$ cat src/rtl/cpu_pkg.sv
// Shared CPU definitions: memory-stage FSM encoding, watchdog limit, writeback source codes.
// Pure declarations, no logic; latency and backpressure are not applicable.
package cpu_pkg;

  typedef enum logic [1:0] {
    ST_IDLE = 2'd0,
    ST_BUSY = 2'd1,
    ST_DONE = 2'd2
  } mem_state_e;

  // BUSY cycles allowed before an outstanding access is declared lost
  localparam logic [3:0] MEM_TMO_LIMIT = 4'd15;

  typedef enum logic [1:0] {
    RS_ALU = 2'd0,
    RS_MEM = 2'd1,
    RS_PC  = 2'd2,
    RS_IMM = 2'd3
  } regsrc_e;

  typedef struct packed {
    logic [15:0] read_data;
    logic [15:0] alu_out;
    logic [15:0] next_pc;
    logic [1:0]  reg_src;
    logic        valid;
  } mw_t;

  function automatic mw_t mk_mw(input logic [15:0] read_data,
                                input logic [15:0] alu_out,
                                input logic [15:0] next_pc,
                                input logic [1:0]  reg_src,
                                input logic        valid);
    mw_t r;
    r.read_data = read_data;
    r.alu_out   = alu_out;
    r.next_pc   = next_pc;
    r.reg_src   = reg_src;
    r.valid     = valid;
    return r;
  endfunction

endpackage

$ cat src/rtl/mw_pipe.sv
// Memory/writeback pipeline register: enable-gated bank of flops, one cycle latency.
// Holds its contents while en_i is low, which is how the stage absorbs memory stalls.
module mw_pipe
  import cpu_pkg::*;
(
  input  logic clk_i,
  input  logic rst_i,
  input  logic en_i,
  input  mw_t  d_i,
  output mw_t  q_o
);

  mw_t mw_q;

  always_ff @(posedge clk_i) begin
    if (rst_i) begin
      mw_q <= '0;
    end else if (en_i) begin
      mw_q <= d_i;
    end
  end

  assign q_o = mw_q;

endmodule

$ cat src/rtl/mem_stage_ctrl.sv
// Memory-stage controller: multi-cycle data memory handshake, min 2-cycle access, stall upstream while waiting.
// Optional BUSY watchdog enabled by defining MEM_TIMEOUT_EN; otherwise BUSY waits for mem_done indefinitely.
module mem_stage_ctrl
  import cpu_pkg::*;
(
  input  logic        clk,
  input  logic        rst,
  input  logic        XM_memRead,
  input  logic        XM_memWrite,
  input  logic [15:0] XM_aluOut,
  input  logic [15:0] XM_writeData,
  input  logic [1:0]  XM_regSrc,
  input  logic [15:0] XM_next_pc,
  output logic        mem_req,
  output logic        mem_wr,
  output logic [15:0] mem_addr,
  output logic [15:0] mem_wdata,
  input  logic [15:0] mem_rdata,
  input  logic        mem_done,
  output logic        stall,
  output logic [15:0] MW_readData,
  output logic [15:0] MW_aluOut,
  output logic [15:0] MW_next_pc,
  output logic [1:0]  MW_regSrc,
  output logic        MW_valid,
  output logic        err
);

  mem_state_e  state_q;
  logic [15:0] addr_q;
  logic [15:0] wdata_q;
  logic [15:0] data_q;
  logic        wr_q;
  logic        tmo_q;
  logic        err_q;
`ifdef MEM_TIMEOUT_EN
  logic [3:0]  cnt_q;
`endif

  logic access;
  logic unaligned;
  logic issue;
  logic mw_en_d;
  mw_t  mw_d;
  mw_t  mw_q;

  assign access    = XM_memRead | XM_memWrite;
  assign unaligned = XM_aluOut[0];
  assign issue     = (state_q == ST_IDLE) && access && !unaligned;

  // Request-cycle outputs must follow XM combinationally so a zero-wait memory can answer in the same cycle.
  always_comb begin
    mem_req   = 1'b0;
    mem_wr    = 1'b0;
    mem_addr  = 16'h0000;
    mem_wdata = 16'h0000;
    stall     = 1'b0;
    mw_en_d   = 1'b0;
    mw_d      = '0;
    if (!rst) begin
      case (state_q)
        ST_IDLE: begin
          if (issue) begin
            mem_req   = 1'b1;
            mem_wr    = XM_memWrite;
            mem_addr  = XM_aluOut;
            mem_wdata = XM_writeData;
            stall     = 1'b1;
          end else begin
            mw_en_d = 1'b1;
            mw_d    = mk_mw(16'h0000, XM_aluOut, XM_next_pc, XM_regSrc,
                            !(access && unaligned));
          end
        end
        ST_BUSY: begin
          stall     = 1'b1;
          mem_wr    = wr_q;
          mem_addr  = addr_q;
          mem_wdata = wdata_q;
        end
        ST_DONE: begin
          mw_en_d = 1'b1;
          mw_d    = mk_mw(data_q, XM_aluOut, XM_next_pc, XM_regSrc, !tmo_q);
        end
        default: begin
          stall = 1'b0;
        end
      endcase
    end
  end

  always_ff @(posedge clk) begin
    if (rst) begin
      state_q <= ST_IDLE;
      addr_q  <= 16'h0000;
      wdata_q <= 16'h0000;
      data_q  <= 16'h0000;
      wr_q    <= 1'b0;
      tmo_q   <= 1'b0;
      err_q   <= 1'b0;
`ifdef MEM_TIMEOUT_EN
      cnt_q   <= 4'd0;
`endif
    end else begin
      case (state_q)
        ST_IDLE: begin
          if (access) begin
            if (unaligned) begin
              err_q <= 1'b1;
            end else begin
              // Read+write together resolves as a write but is still flagged.
              if (XM_memRead && XM_memWrite) begin
                err_q <= 1'b1;
              end
              wr_q    <= XM_memWrite;
              addr_q  <= XM_aluOut;
              wdata_q <= XM_writeData;
              tmo_q   <= 1'b0;
`ifdef MEM_TIMEOUT_EN
              cnt_q   <= 4'd0;
`endif
              if (mem_done) begin
                data_q  <= XM_memWrite ? 16'h0000 : mem_rdata;
                state_q <= ST_DONE;
              end else begin
                state_q <= ST_BUSY;
              end
            end
          end
        end
        ST_BUSY: begin
          if (mem_done) begin
            data_q  <= wr_q ? 16'h0000 : mem_rdata;
            state_q <= ST_DONE;
          end
`ifdef MEM_TIMEOUT_EN
          else if (cnt_q + 4'd1 == MEM_TMO_LIMIT) begin
            err_q   <= 1'b1;
            tmo_q   <= 1'b1;
            data_q  <= 16'h0000;
            state_q <= ST_DONE;
          end else begin
            cnt_q <= cnt_q + 4'd1;
          end
`endif
        end
        ST_DONE: begin
          state_q <= ST_IDLE;
        end
        default: begin
          state_q <= ST_IDLE;
        end
      endcase
    end
  end

  mw_pipe u_mw_pipe (
    .clk_i (clk),
    .rst_i (rst),
    .en_i  (mw_en_d),
    .d_i   (mw_d),
    .q_o   (mw_q)
  );

  assign MW_readData = mw_q.read_data;
  assign MW_aluOut   = mw_q.alu_out;
  assign MW_next_pc  = mw_q.next_pc;
  assign MW_regSrc   = mw_q.reg_src;
  assign MW_valid    = mw_q.valid;
  assign err         = err_q;

endmodule

$ cat config.mk
export PLATFORM = sky130hd
export DESIGN_NAME = mem_stage_ctrl
export DESIGN_NICKNAME = d
export VERILOG_FILES = /design/src/rtl/cpu_pkg.sv /design/src/rtl/mw_pipe.sv /design/src/rtl/mem_stage_ctrl.sv
export SDC_FILE = /design/constraint.sdc
export NUM_CORES = 1
export LEC_CHECK = 0
export ABC_CLOCK_PERIOD_IN_PS = 1930
export CORE_ASPECT_RATIO = 1.4
export CORE_UTILIZATION = 41
export DETAILED_ROUTE_END_ITERATION = 8
export PLACE_DENSITY = 0.85
export SLEW_MARGIN = 25
export SYNTH_ARGS = -nofsm -noshare
export SYNTH_HDL_FRONTEND = slang
export SYNTH_HIERARCHICAL = 1
export SYNTH_SLANG_ARGS = --single-unit
$ cat constraint.sdc
create_clock -name clk -period 1.93 [get_ports clk]
set_input_delay 0.386 -clock clk [delete_from_list [all_inputs] [get_ports clk]]
set_output_delay 0.386 -clock clk [all_outputs]
set_load 0.05 [all_outputs]
# Yosys cells after proc, flatten, opt, wreduce, memory -nomap -nowiden
# Index checks and enable logic that the tools add are counted.
# Widths: inputs -> output; s select.
# word_totals
input_bits	71
regBits	102
output_inout_bits	87
word_cells	65
# op_classes
n_bitwise	2
mux	33
reduce_logical	13
n_eq_ne	6
# ops
cell	count
$mux 16	10
$pmux 51 s2	1
$pmux 16 s2	3
$mux 35	1
$mux 1	10
$reduce_and 3->1	3
$mux 2	4
$ne 2x2->1 const B	4
$pmux 1 s2	3
$reduce_and 5->1	1
$logic_and 1x1->1	4
$pmux 2 s2	1
$reduce_bool 2->1	2
$eq 2x1->1 const B	1
$eq 2x2->1 const B	1
$logic_not 1->1	2
$logic_not 2->1	1
$not 1->1	1
$or 1x1->1	1

# Longest topological paths before layout
# Gate-level depths: netlist (run 1).
# logic_depth
word_depth	6
ltp_mapped	8
depth_no_buf	5

# Cells and area by module
# Netlist (run 1), hierarchy kept.
# by_module_without_submodules
mod	area_per_inst_um2	instances	seq_area_each_um2	cells_per_inst
mem_stage_ctrl	2763.9	1	1021.0	342
mw_pipe	1833.0	1	1021.0	165

# Worst setup path after synthesis (run 1)
# No wires, ideal clock.
# synth_path
kind	input to output
from	input XM_memWrite
to	output stall
t_arrival_ps	1955
setup_slack_ps	-411
path_buffers	2
cell_stages	5
required_time_ps	1544
cell_sequence	buf_2 o21ba_2 clkbuf_1 nor2_1 nor3_1
# synth_between
elab_chain_len	6
# synth_rtl
item	line_no	text
start, declared	mem_stage_ctrl.sv:9	input logic XM_memWrite,
$or 1x1->1	mem_stage_ctrl.sv:47	assign access = XM_memRead | XM_memWrite;
$logic_and 1x1->1 (2 in series)	mem_stage_ctrl.sv:49	assign issue = (state_q == ST_IDLE) && access && !unaligned;
$mux 1	mem_stage_ctrl.sv:63	if (issue) begin
$pmux 1 s2	mem_stage_ctrl.sv:61	case (state_q)
$mux 1	mem_stage_ctrl.sv:60	if (!rst) begin
end, declared	mem_stage_ctrl.sv:20	output logic stall,
# Every way passes these cells.

# Worst setup path in the final report (run 1)
# layout_path
from	register state_q[1]
to	output mem_wr
# layout_between
elab_chain_len	6
word_cells_on_any_way	7
cone_classes	1 x eq/ne; 3 x mux; 3 x reduce/logical
# layout_rtl
item	line_no	text
start, declared	mem_stage_ctrl.sv:29	mem_state_e state_q;
start signal, assigned	mem_stage_ctrl.sv:94	state_q <= ST_IDLE;
start signal, assigned	mem_stage_ctrl.sv:124	state_q <= ST_DONE;
start signal, assigned	mem_stage_ctrl.sv:126	state_q <= ST_BUSY;
$logic_not 2->1	mem_stage_ctrl.sv:49, mem_stage_ctrl.sv:61	
$logic_and 1x1->1 (2 in series)	mem_stage_ctrl.sv:49	
$mux 1	mem_stage_ctrl.sv:63	
$pmux 1 s2 (*)	mem_stage_ctrl.sv:61	
$mux 1 (*)	mem_stage_ctrl.sv:60	
end, declared	mem_stage_ctrl.sv:15	output logic mem_wr,
# Every way passes the cells marked *; elsewhere a longest branch is shown, timed or not.

==> reports/metrics.csv, run 1 <==
metric,value,unit
WP data arrival,1.71,ns
# hold bufs at CTS,0,
GR Util met3,4.05,%
placement row count,45,
Setup Skew,0.00821,ns
total global routing overflow,0,
critical path's slowest cell,dfxtp_2,
root buffer cell,clkbuf_16,
Worst-path clk slew,0.07,ns
Min-Delay Startpoint,rst,
Starting Density,42.3,%
"Avg Cell Area, Syn",9.07,sq um
failing checks,setup timing,
number of flops mapped to enable cells by yosys,0,
"Seq/Total Area, Yosys",44.4,%
GRT busiest layer,met2,
share of post-route cells with drive strength above 1,22.5,%
pwr dens,707,nW/um^2
Vias/cell,5.67,
peak per-stage delay on the critical path,0.34,ns
crit path max fanout,9,
Max Root-Sink Buffers,2,
Leak,3.00,nW
post-synthesis cell count,507,
Final ANT Viol Nets,0,
Pre-antenna DRT Iters,5,
Nets,744,
H-tree depth,3,
Core ar.,10900,sq um
status,finished with violations,
"flops & latches, synth",102,
Final period util,109,%
WL final,15000,um
largest net degree at the start of global routing,54,
initial antenna violation count,0,
DP Area,6420,sq um
Tightest Hold Check Type,input port to flip-flop,
Setup WS post-layout,-0.170,ns
syn_nets,578,
crit start category,flip-flop,
Worst-Skew Late Latency,0.34,ns
Syn. warnings,6,
family with the most delay on the worst path,buffers and inverters,
Die Height,127,um
Port Buffers,156,
CTS Buf Count,9,
Reg-to-Reg Start,state_q[1]$_SDFFE_PP0P_,
"most common cell after layout, fill and taps aside",clkdlybuf4s50_1,
cell area after synthesis,4600,sq um
f_max,476,MHz
vias in the first global route,4480,
CP startpoint,state_q[1]$_SDFFE_PP0P_,
GRT met2 Usage,43.1,%
Fin Hold WS,0.301,ns
CTS tree,yes,
GPL Wtd Cong,0.795,
I/O pins,158,
fillers,848,
WP buf/inv,3,
drt drc,0,
Rel. slew slack,62.1,%
ys async rst share,0,%
Peak VDD IR,512,uV
final-report max-slew violation count,0,
Die ar.,11600,sq um
Final Critical Period,2.10,ns
chip width,91.5,um
Post-DP HPWL,9480,um
most frequent cells in the layout,"clkdlybuf4s50_1, dfxtp_1, nor2_1",
Slew @ Worst Pin,0.569,ns
count of final setup violators,33,
Worst Path Required,1.54,ns
clk sinks,102,
Most used DFF post-synth,dfxtp_1,
Fin. Hold Viols,0,
crit path kind,flip-flop to primary output,
worst path cell trace,or2_4 > nor3_4 > buf_4 > buf_8 > a22o_1 > buf_6,
Area growth syn-to-layout,56.0,%
Setup crit end kind,primary output,
Max-cap violations,0,
DR vias,4644,
met1 usage,26.8,%
Total GRT Usage,24.0,%
drt initial violations,284,
Finished Cell Area,7170,sq um
first-pass GRT wire length,22200,um
post-synth cell types,33,
WL/cell,18.3,um
unrepaired setup endpoints after global routing,yes,
-- state kept, by name, summed over array words and instances (netlist names) --
signal and count:
addr_q 15, data_q 16, err 1, state_q 2
u_mw_pipe/q_o 51, wdata_q 16, wr_q 1
-- power breakdown --
group          switching [mW]  total (mW)  internal [mW]
clock                   0.791        1.73          0.943
sequential             0.0496        2.23           2.18
combinational           0.606        1.11          0.499
-- cell usage after synthesis (6+ instances only) --
master	instances	area [sq um]
dfxtp_1	102	2040
nor2_1	57	214
mux2i_1	51	510
clkbuf_1	39	146
and2_1	34	213
a21oi_1	33	165
a22o_1	32	280
nand3_1	32	160
o21ai_0	32	160
inv_1	17	63.8
and3_1	16	100
o311ai_0	16	140
o41ai_1	16	140
buf_8	6	90.1
-- stage by stage --
step / setup TNS, ns / setup WS (ns) / total power, mW / util (%) / cells
3_5_place_dp: -17.41 / -0.249 / 3.26 / 59.0 / 791
4_1_cts: -4.82 / -0.183 / 5.05 / 64.7 / 811
3_3_place_gp: -14.16 / -0.187 / 3.24 / 59.0 / 791
2_1_floorplan: -1.55 / -0.0720 / 2.87 / - / 507
6_report: -4.42 / -0.170 / 5.07 / 66.0 / 819
5_1_grt: -6.18 / -0.230 / 5.24 / 66.0 / 818
-- metal layers --
layer / routed length, um / up-vias / share of wire (%)
met4: 588 / 0 / 3.9
met2: 7950 / 240 / 53
met5: 0 / - / 0
met1: 5580 / 2192 / 37
li1: - / 2152 / -
met3: 911 / 60 / 6.1
-- cells by family (layout without fill, tap and decap cells) --
group	Yosys count	after routing	share of synthesized area, %
other	1	2	0.0816
and+or+nand+nor	149	149	16.4
AOI/OAI and AO/OA	133	133	20.0
adders and majority gates	1	1	0.218
DFF	102	102	44.4
muxes	52	52	11.4
buffers and inverters	69	239	7.59
-- path summary, 6_finish.rpt --
| check | slack [ns] | cells after the start | endpoint |
|---|---|---|---|
| hold / removal | 0.30 | 2 | u_mw_pipe/q_o[35]$_SDFFE_PP0P_ |
| hold reg to reg | 0.49 | 2 | addr_q[8]$_SDFFE_PP0P_ |
| setup reg to reg | 0.25 | 5 | data_q[8]$_SDFFE_PP0P_ |
| setup / recovery | -0.17 | 6 | mem_wr |
-- layout make-up --
type | instances | area, sq um | area share [%]
Inverter | 17 | 63.8 | 0.890
Sequential cell | 102 | 2040 | 28.5
Clock inverter | 4 | 32.5 | 0.454
Multi-Input combinational cell | 336 | 2400 | 33.5
Tap cell | 141 | 176 | 2.46
Clock buffer | 11 | 253 | 3.52
Timing Repair Buffer | 207 | 2200 | 30.6
Antenna cell | 1 | 2.50 | 0.0349
-- what timing repair did --
item / in CTS / in global routing
buffers inserted: 3 / 4
pin swaps: 0 / 4
gates cloned: 2 / 4
endpoints found under the setup margin: 34 / 35
gates resized for setup: 66 / 11
hold endpoints to repair: 0 / 0
No activity file was read; power rests on OpenSTA's default activity.
==> inputs of run 2 (changes only) <==
- CAP_MARGIN: unset -> 20
==> results of run 2 <==
No change in the layout: final DEF, timing and power equal those of run 1.
==> inputs of run 3 (changes only) <==
--- a/config.mk
+++ b/config.mk
@@ -9,7 +9,7 @@
 export CAP_MARGIN = 20
 export CORE_ASPECT_RATIO = 1.4
-export CORE_UTILIZATION = 41
+export CORE_UTILIZATION = 40
 export DETAILED_ROUTE_END_ITERATION = 8
-export PLACE_DENSITY = 0.85
+export PLACE_DENSITY = 0.84
 export SLEW_MARGIN = 25
 export SYNTH_ARGS = -nofsm -noshare
==> constraint.sdc (replaced) <==
create_clock -name clk -period 1.93 [get_ports clk]
set_input_delay 0.386 -clock clk [delete_from_list [all_inputs] [get_ports clk]]
set_output_delay 0.386 -clock clk [all_outputs]
set_load 0.005 [all_outputs]
==> run 3 against run 2 <==
Against the previous run: worst setup slack got worse by 0.058 ns; highest routed layer unchanged; the flow still finishes with violations (setup timing); critical path depth is 2 higher; sequential power hardly changed; final cell count grew 1.6%; clock skew about the same; count of clock-buffer cells in the layout is 1 lower; largest cell class unchanged; clock power barely moved; critical path type unchanged.
==> reports/metrics.csv, run 3 (synthesis gave the netlist of run 1 again) <==
metric,value,unit
Die Height,129,um
share of post-route cells with drive strength above 1,17.7,%
H-tree depth,3,
chip width,92.6,um
"most common cell after layout, fill and taps aside",clkdlybuf4s50_1,
first-pass GRT wire length,21700,um
Port Buffers,156,
Final Critical Period,2.16,ns
Final ANT Viol Nets,0,
Worst-path clk slew,0.06,ns
placement row count,46,
CTS tree,yes,
GPL Wtd Cong,0.821,
Max Root-Sink Buffers,2,
largest net degree at the start of global routing,54,
Max-cap violations,0,
Nets,755,
worst path cell trace,or2_4 > nor3_4 > buf_6 > buf_6 > buf_12 > buf_4 > a22o_1 > buf_2,
initial antenna violation count,0,
max reg flops,51,
critical path's slowest cell,dfxtp_2,
crit path max fanout,6,
unrepaired setup endpoints after global routing,yes,
# hold bufs at CTS,0,
Pre-antenna DRT Iters,7,
Final period util,112,%
DR vias,4558,
f_max,463,MHz
final-report max-slew violation count,0,
Tightest Hold Check Type,input port to flip-flop,
Finished Cell Area,6860,sq um
WP data arrival,1.77,ns
Worst-Skew Late Latency,0.34,ns
Worst Path Required,1.54,ns
Peak VDD IR,487,uV
root buffer cell,clkbuf_16,
peak per-stage delay on the critical path,0.33,ns
clk sinks,102,
Leak,2.85,nW
WL/cell,16.8,um
Fin. Hold Viols,0,
crit path kind,flip-flop to primary output,
count of final setup violators,32,
pwr dens,702,nW/um^2
I/O pins,158,
fillers,937,
most frequent cells in the layout,"clkdlybuf4s50_1, dfxtp_1, nor2_1",
total global routing overflow,0,
WL final,14000,um
Slew @ Worst Pin,0.551,ns
Total GRT Usage,22.9,%
Starting Density,40.7,%
status,finished with violations,
vias in the first global route,4491,
Post-DP HPWL,9460,um
CTS Buf Count,9,
drt drc,0,
setup tns final,-4.38,ns
Setup WS post-layout,-0.229,ns
"Core Util, Final",60.8,%
# diodes,0,
crit start category,flip-flop,
Core ar.,11300,sq um
drt initial violations,287,
Area growth syn-to-layout,49.3,%
Die ar.,11900,sq um
Setup crit end kind,primary output,
failing checks,setup timing,
DP Area,6430,sq um
Crit path top cell by count,buf_6,
Rel. slew slack,63.3,%
Vias/cell,5.48,
Setup Skew,0.00832,ns
## run 3: cell types whose count changed in the layout (fill, tap and decap cells not counted), sizes merged, moves of 2 or more
cell	previous run	this run
buf	93	95
clkbuf	14	10
clkdlybuf4s50	106	118
dlymetal6s2s	2	0
## run 3: per-stage QoR
step / power (mW) / instances / worst slack (ns) / hold slack [ns]
after CTS: 4.85 / 830 / -0.275 / 0.383
after global placement: 3.03 / 796 / -0.500 / 0.467
after global routing: 5.02 / 832 / -0.302 / 0.389
after floorplan: 2.66 / 507 / 0.0530 / 0.454
final: 4.82 / 832 / -0.229 / 0.398
after detailed placement: 3.06 / 796 / -0.566 / 0.466
## run 3: critical path, delay by kind of cell, from the launching register on
family | cells | cell delay (ns)
AND/OR/NAND/NOR | 2 | 0.42
AO/OA/AOI/OAI | 1 | 0.12
flip-flops | 1 | 0.33
buffers and inverters | 5 | 0.57
## run 3: cell type report
type / count / area, sq um / area share (%)
inverters: 17 / 63.8 / 0.930
multi-input cells: 336 / 2260 / 32.9
well taps: 144 / 180 / 2.63
clock inverters: 5 / 60.1 / 0.875
repair buffers: 218 / 2030 / 29.5
clock buffers: 10 / 229 / 3.34
flip-flops and latches: 102 / 2040 / 29.8
## run 3: power breakdown
| group | total [mW] | internal (mW) | switching (mW) |
|---|---|---|---|
| Sequential | 2.23 | 2.18 | 0.0432 |
| Combinational | 0.838 | 0.445 | 0.392 |
| Clock | 1.75 | 1.00 | 0.751 |
| Total | 4.82 | 3.63 | 1.19 |
## run 3: final timing paths
check	from	slack (ns)	to	cells past startpoint
min reg2reg	addr_q[5]$_SDFFE_PP0P_	0.48	addr_q[5]$_SDFFE_PP0P_	2
max reg2reg	state_q[1]$_SDFFE_PP0P_	0.18	data_q[12]$_SDFFE_PP0P_	5
max	state_q[0]$_SDFFE_PP0P_	-0.23	mem_wdata[7]	8
min	rst	0.40	state_q[0]$_SDFFE_PP0P_	3
## run 3: what timing repair did
action                                  in CTS  in global routing
setup buffers                               16                  6
pin swaps                                   21                 20
endpoints found under the setup margin      39                 34
gates resized for setup                    154                  8
cloned                                       4                  0
hold endpoints to repair                     0                  0
## run 3: layer usage
layer | GRT usage (%) | wire (um)
met2 | 41.5 | 7400
met4 | 12.5 | 560
met5 | 0 | 0
met3 | 3.13 | 682
met1 | 25.8 | 5310
